File: config.mk
export PLATFORM = sky130hd
export DESIGN_NAME = midi_parser
export DESIGN_NICKNAME = d
export VERILOG_FILES = /design/src/rtl/midi_pkg.sv /design/src/rtl/midi_parser.sv
export SDC_FILE = /design/constraint.sdc
export NUM_CORES = 1
export LEC_CHECK = 0
export BUFFER_PORTS_ARGS = -buffer_cell sky130_fd_sc_hd__buf_2
export CORE_MARGIN = 5
export CORE_UTILIZATION = 45
export CTS_CLUSTER_DIAMETER = 200
export DETAILED_ROUTE_END_ITERATION = 12
export PLACE_DENSITY = 0.65
export SETUP_SLACK_MARGIN = 0.15
export SLEW_MARGIN = 20
export SYNTH_ARGS = -nofsm -noshare
export SYNTH_HDL_FRONTEND = slang
export SYNTH_SLANG_ARGS = --single-unit
File: constraint.sdc
create_clock -name clk -period 2.1 [get_ports clk]
set_input_delay 0.105 -clock clk [delete_from_list [all_inputs] [get_ports clk]]
set_output_delay 0.105 -clock clk [all_outputs]
set_load 0.03 [all_outputs]
File: src/rtl/midi_pkg.sv
// Shared types and constants for the MIDI channel-message parser.
package midi_pkg;

    typedef enum logic [1:0] {
        EV_NOTE_OFF = 2'd0,
        EV_NOTE_ON  = 2'd1,
        EV_CC       = 2'd2,
        EV_BEND     = 2'd3
    } ev_type_t;

    typedef enum logic [1:0] {
        S_IDLE    = 2'd0,
        S_WAIT_D1 = 2'd1,
        S_WAIT_D2 = 2'd2,
        S_SYSEX   = 2'd3
    } parse_state_t;

    // Upper nibble of channel status bytes
    localparam logic [3:0] ST_NOTE_OFF = 4'h8;
    localparam logic [3:0] ST_NOTE_ON  = 4'h9;
    localparam logic [3:0] ST_POLY_AT  = 4'hA;
    localparam logic [3:0] ST_CC       = 4'hB;
    localparam logic [3:0] ST_PROG     = 4'hC;
    localparam logic [3:0] ST_CH_AT    = 4'hD;
    localparam logic [3:0] ST_BEND     = 4'hE;

    localparam logic [7:0] SYS_SYSEX = 8'hF0;
    localparam logic [7:0] SYS_EOX   = 8'hF7;
    localparam logic [7:0] RT_MIN    = 8'hF8;

    // Program change and channel aftertouch carry a single data byte
    function automatic logic one_data_byte(input logic [3:0] nib);
        return (nib == ST_PROG) || (nib == ST_CH_AT);
    endfunction

endpackage

File: src/rtl/midi_parser.sv
// MIDI 1.0 channel-message parser: byte stream in, one filtered event out.
// Running status is kept across messages; real-time bytes are transparent;
// SysEx payload is swallowed. The output is a single-entry register.
module midi_parser
    import midi_pkg::*;
#(
    parameter bit         OMNI    = 1'b1,
    parameter logic [3:0] CHANNEL = 4'd0
) (
    input  logic       clk,
    input  logic       reset,
    input  logic       byte_valid,
    input  logic [7:0] byte_in,
    output logic       ev_valid,
    input  logic       ev_ready,
    output logic [1:0] ev_type,
    output logic [3:0] ev_chan,
    output logic [6:0] ev_d1,
    output logic [6:0] ev_d2,
    output logic       ev_overflow
);

    parse_state_t state, state_next;
    logic [7:0]   status_reg;
    logic [6:0]   d1_reg;

    // Byte classification (only meaningful while byte_valid is high)
    logic is_rt, is_sys, is_chan_st, is_data;
    assign is_rt      = byte_valid && (byte_in >= RT_MIN);
    assign is_sys     = byte_valid && (byte_in[7:4] == 4'hF) && (byte_in < RT_MIN);
    assign is_chan_st = byte_valid && byte_in[7] && (byte_in[7:4] != 4'hF);
    assign is_data    = byte_valid && !byte_in[7];

    logic chan_ok;
    assign chan_ok = OMNI || (status_reg[3:0] == CHANNEL);

    // Decoded event from the byte that completes a message
    logic     ev_gen;
    ev_type_t gen_type;
    logic     out_free;

    // Parser state register
    always_ff @(posedge clk or posedge reset) begin
        if (reset) state <= S_IDLE;
        else       state <= state_next;
    end

    // Next-state decode; real-time bytes fall through and leave state alone
    always_comb begin
        state_next = state;
        if (is_chan_st) begin
            state_next = S_WAIT_D1;
        end else if (is_sys) begin
            state_next = (byte_in == SYS_SYSEX) ? S_SYSEX : S_IDLE;
        end else if (is_data) begin
            case (state)
                S_WAIT_D1: state_next = one_data_byte(status_reg[7:4]) ? S_WAIT_D1 : S_WAIT_D2;
                S_WAIT_D2: state_next = S_WAIT_D1;
                default:   state_next = state;
            endcase
        end
    end

    // Event decode: only two-byte messages of the four reported kinds emit
    always_comb begin
        ev_gen   = 1'b0;
        gen_type = EV_NOTE_OFF;
        if (is_data && (state == S_WAIT_D2) && chan_ok) begin
            case (status_reg[7:4])
                ST_NOTE_OFF: ev_gen = 1'b1;
                ST_NOTE_ON: begin
                    ev_gen   = 1'b1;
                    gen_type = (byte_in[6:0] != 7'd0) ? EV_NOTE_ON : EV_NOTE_OFF;
                end
                ST_CC: begin
                    ev_gen   = 1'b1;
                    gen_type = EV_CC;
                end
                ST_BEND: begin
                    ev_gen   = 1'b1;
                    gen_type = EV_BEND;
                end
                default: ev_gen = 1'b0;
            endcase
        end
    end

    // Running status and first data byte; system bytes drop running status
    always_ff @(posedge clk or posedge reset) begin
        if (reset) begin
            status_reg <= 8'h00;
            d1_reg     <= 7'd0;
        end else begin
            if (is_chan_st)
                status_reg <= byte_in;
            else if (is_sys)
                status_reg <= 8'h00;
            if (is_data && (state == S_WAIT_D1) && !one_data_byte(status_reg[7:4]))
                d1_reg <= byte_in[6:0];
        end
    end

    // A slot being handed off this cycle counts as free
    assign out_free = !ev_valid || ev_ready;

    // Single-entry output register with drop-on-full overflow pulse
    always_ff @(posedge clk or posedge reset) begin
        if (reset) begin
            ev_valid    <= 1'b0;
            ev_type     <= 2'd0;
            ev_chan     <= 4'd0;
            ev_d1       <= 7'd0;
            ev_d2       <= 7'd0;
            ev_overflow <= 1'b0;
        end else begin
            ev_overflow <= ev_gen && !out_free;
            if (ev_gen && out_free) begin
                ev_valid <= 1'b1;
                ev_type  <= gen_type;
                ev_chan  <= status_reg[3:0];
                ev_d1    <= d1_reg;
                ev_d2    <= byte_in[6:0];
            end else if (ev_valid && ev_ready) begin
                ev_valid <= 1'b0;
            end
        end
    end

    // Real-time bytes are classified only so they can be shown to do nothing
    logic unused_rt;
    assign unused_rt = is_rt;

endmodule
==> flow_summary.json <==
{
  "status": "finished, final reports clean",
  "dpl.hpwl_mm": 2.28,
  "finalClockSkew_ns": 0.00649,
  "clk_pin_slew_ns": 0.08,
  "hold_violations": 0,
  "cellLeakagePower_nw": 1.02,
  "grt_use_met2": 0.212,
  "ios": 34,
  "criticalPathCategory": "register to register",
  "via_count": 1092,
  "dr.pass1.iters": 4,
  "rsz0062_at_grt": "no",
  "synth_commonest_cells": "dfrtp_1 (39), mux2_2 (16), mux2_4 (9)",
  "fin_crit_sh": 0.855,
  "relSlewSlack": 0.611,
  "reg2regPathDepth": 7,
  "yosysMostFrequentCell": "dfrtp_1",
  "syn-cell-area_um2": 1710,
  "start_util": 0.465,
  "critPathMaxFanout": 7,
  "diodes": 0,
  "dieArea_um2": 5140,
  "r2r_start": "state[0]$_DFFE_PP0P_",
  "required_ns": 2.26,
  "synth_edf_count": 0,
  "busiest_layer": "met2",
  "drt_wl_total_mm": 3.27,
  "grt_use_total": 0.139,
  "report.final.slew_viol_count": 0,
  "wire_per_inst_um": 15.2,
  "port_buffers": 33,
  "setup_viol": 0,
  "htree_num_levels": 2,
  "max-vdd-ir-drop_mv": 0.893,
  "cp-start-kind": "register",
  "areaGrowthSynthToFinish_pct": 20.3,
  "worst_slew_pin_slew_ns": 0.583,
  "drive_gt1_frac": 0.467,
  "yosys_warnings": 0,
  "rrSetupSlack_ns": 0.30,
  "grt_pass1_vias": 1099,
  "min_to": "status_reg[1]$_DFFE_PP0P_",
  "place_ws_ns": 0.240,
  "synthTopCellsByArea": "dfrtp_1 (57%), mux2_2 (11%), mux2_4 (7.9%)",
  "cap_violations": 0,
  "syn-num-nets": 139,
  "syn_inst": 125,
  "grt_pass1_wl_mm": 5.51,
  "root_buffer": "clkbuf_8",
  "core_area_um2": 3690,
  "drc": 0,
  "largest_reg_flops": 8,
  "synthDistinctLibCells": 33,
  "vias_per_cell": 5.08,
  "hp-start": "byte_in[1]",
  "placed_cells": 203,
  "r2r-end": "ev_d1[5]$_DFFE_PP0P_",
  "final_nets": 181,
  "final_cell_count_no_fill": 215,
  "synth_seq_cells": 39,
  "synth_top_area_frac": 0.569,
  "drtAntennaViolNets": 0,
  "yosys.area.top_type": "dfrtp_1",
  "fin_crit_ns": 1.80,
  "setup_slack_ns": 0.304,
  "avgSynthCellArea_um2": 13.7,
  "grt_max_degree": 40,
  "seq_area_frac_synth": 0.569,
  "fin_tns_setup_ns": 0,
  "hp-class": "input pin to register",
  "clk_latency_ns": 0.28,
  "cts_buffer_depth": 2,
  "cts_made_buffers": 5,
  "antenna_found_initial": 0,
  "dieWidth_um": 71.7,
  "finalPower_w": 0.00267,
  "use_met3": 0.0449,
  "whs_path_depth": 2,
  "synth_ff_type": "dfrtp_1",
  "cp.arrival_ns": 1.96,
  "fmax_mhz": 557,
  "grt_use_met1": 0.183,
  "die_y_um": 71.7,
  "critPathCaptureType": "register",
  "powerDensity_nw_per_um2": 1290,
  "place.gp.congestion": 0.809,
  "drtIter0Drc": 50,
  "cts_tree": "yes",
  "async_flop_share": 1.00,
  "row_count": 22,
  "hold_slack_ns": 0.104,
  "cts_sinks": 39,
  "overflow": 0
}
==> layer usage <==
metal | share of wire | wire [um] | up-vias
li1 | - | - | 526
met1 | 0.45 | 1480 | 539
met2 | 0.48 | 1560 | 25
met3 | 0.062 | 202 | 2
met4 | 0.0089 | 29 | 0
met5 | 0 | 0 | -
==> power by group <==
group          internal [W]  switching (W)  total [W]
Sequential          0.00101       0.000144    0.00116
Clock              0.000258       0.000241   0.000498
Combinational      0.000444       0.000567    0.00101
==> worst max path at each step <==
stage / from / endpoint / slack [ns] / cells after the start
2_1_floorplan: state[0]$_DFFE_PP0P_ / ev_chan[3]$_DFFE_PP0P_ / 0.34 / 8
3_3_place_gp: state[0]$_DFFE_PP0P_ / ev_chan[2]$_DFFE_PP0P_ / 0.30 / 6
3_5_place_dp: state[0]$_DFFE_PP0P_ / ev_d1[5]$_DFFE_PP0P_ / 0.24 / 6
4_1_cts: state[0]$_DFFE_PP0P_ / ev_d1[5]$_DFFE_PP0P_ / 0.23 / 6
5_1_grt: state[0]$_DFFE_PP0P_ / ev_d1[5]$_DFFE_PP0P_ / 0.23 / 7
6_report: state[0]$_DFFE_PP0P_ / ev_d1[5]$_DFFE_PP0P_ / 0.30 / 7
==> cell type report <==
| cell class | count | area (um^2) |
|---|---|---|
| fill | 320 | 1630 |
| sequential | 39 | 976 |
| multi-input combinational | 77 | 678 |
| timing repair buffer | 40 | 245 |
| clock buffer | 6 | 82.6 |
| tap | 48 | 60.1 |
| inverter | 4 | 15.0 |
| clock inverter | 1 | 5.00 |
==> layout by cell type, fill, tap and decap left out, types with 2 or more instances in the layout <==
| cell | n |
|---|---|
| dfrtp_1 | 39 |
| buf_12 | 2 |
| clkbuf_8 | 6 |
| nor2_1 | 7 |
| ha_1 | 2 |
| nand2_1 | 7 |
| buf_4 | 4 |
| mux2_4 | 9 |
| a22o_1 | 7 |
| nand3_1 | 4 |
| buf_2 | 33 |
| and2_4 | 2 |
| mux2_2 | 16 |
| o22ai_1 | 2 |
| inv_1 | 4 |
| nor3_1 | 2 |
| nand2b_1 | 2 |
| a21oi_1 | 2 |
==> metrics by stage <==
step,util,area (um^2)
floorplan,-,1710
global placement,0.518,1910
detailed placement,0.518,1910
CTS,0.544,2010
global route,0.559,2060
finish,0.559,2060
==> cells by family (layout without fill, tap and decap cells) <==
logic type	Yosys count	in the layout	synth area share
buffers and inverters	9	51	0.0350
adders and majority gates	2	2	0.0146
and+or+nand+nor	31	31	0.102
AOI/OAI and AO/OA	16	16	0.0745
DFF	39	39	0.569
xor gates and xnor gates	2	2	0.0146
muxes	26	26	0.190
==> worst max-delay path, cell delays in order, from the launching register on <==
cell and delay [ns]:
dfrtp_1 0.40, inv_1 0.06, ha_1 0.16, and4b_4 0.25
and2_4 0.15, and2_4 0.18, buf_12 0.13, mux2_2 0.33
==> what timing repair did <==
item / CTS / global route
endpoints found under the hold margin: 39 / 0
hold buffers: 1 / 0
gates resized for setup: 0 / 0
buffers inserted: 0 / 4
endpoints found under the setup margin: 0 / 6
(Power assumes the default switching activity.)
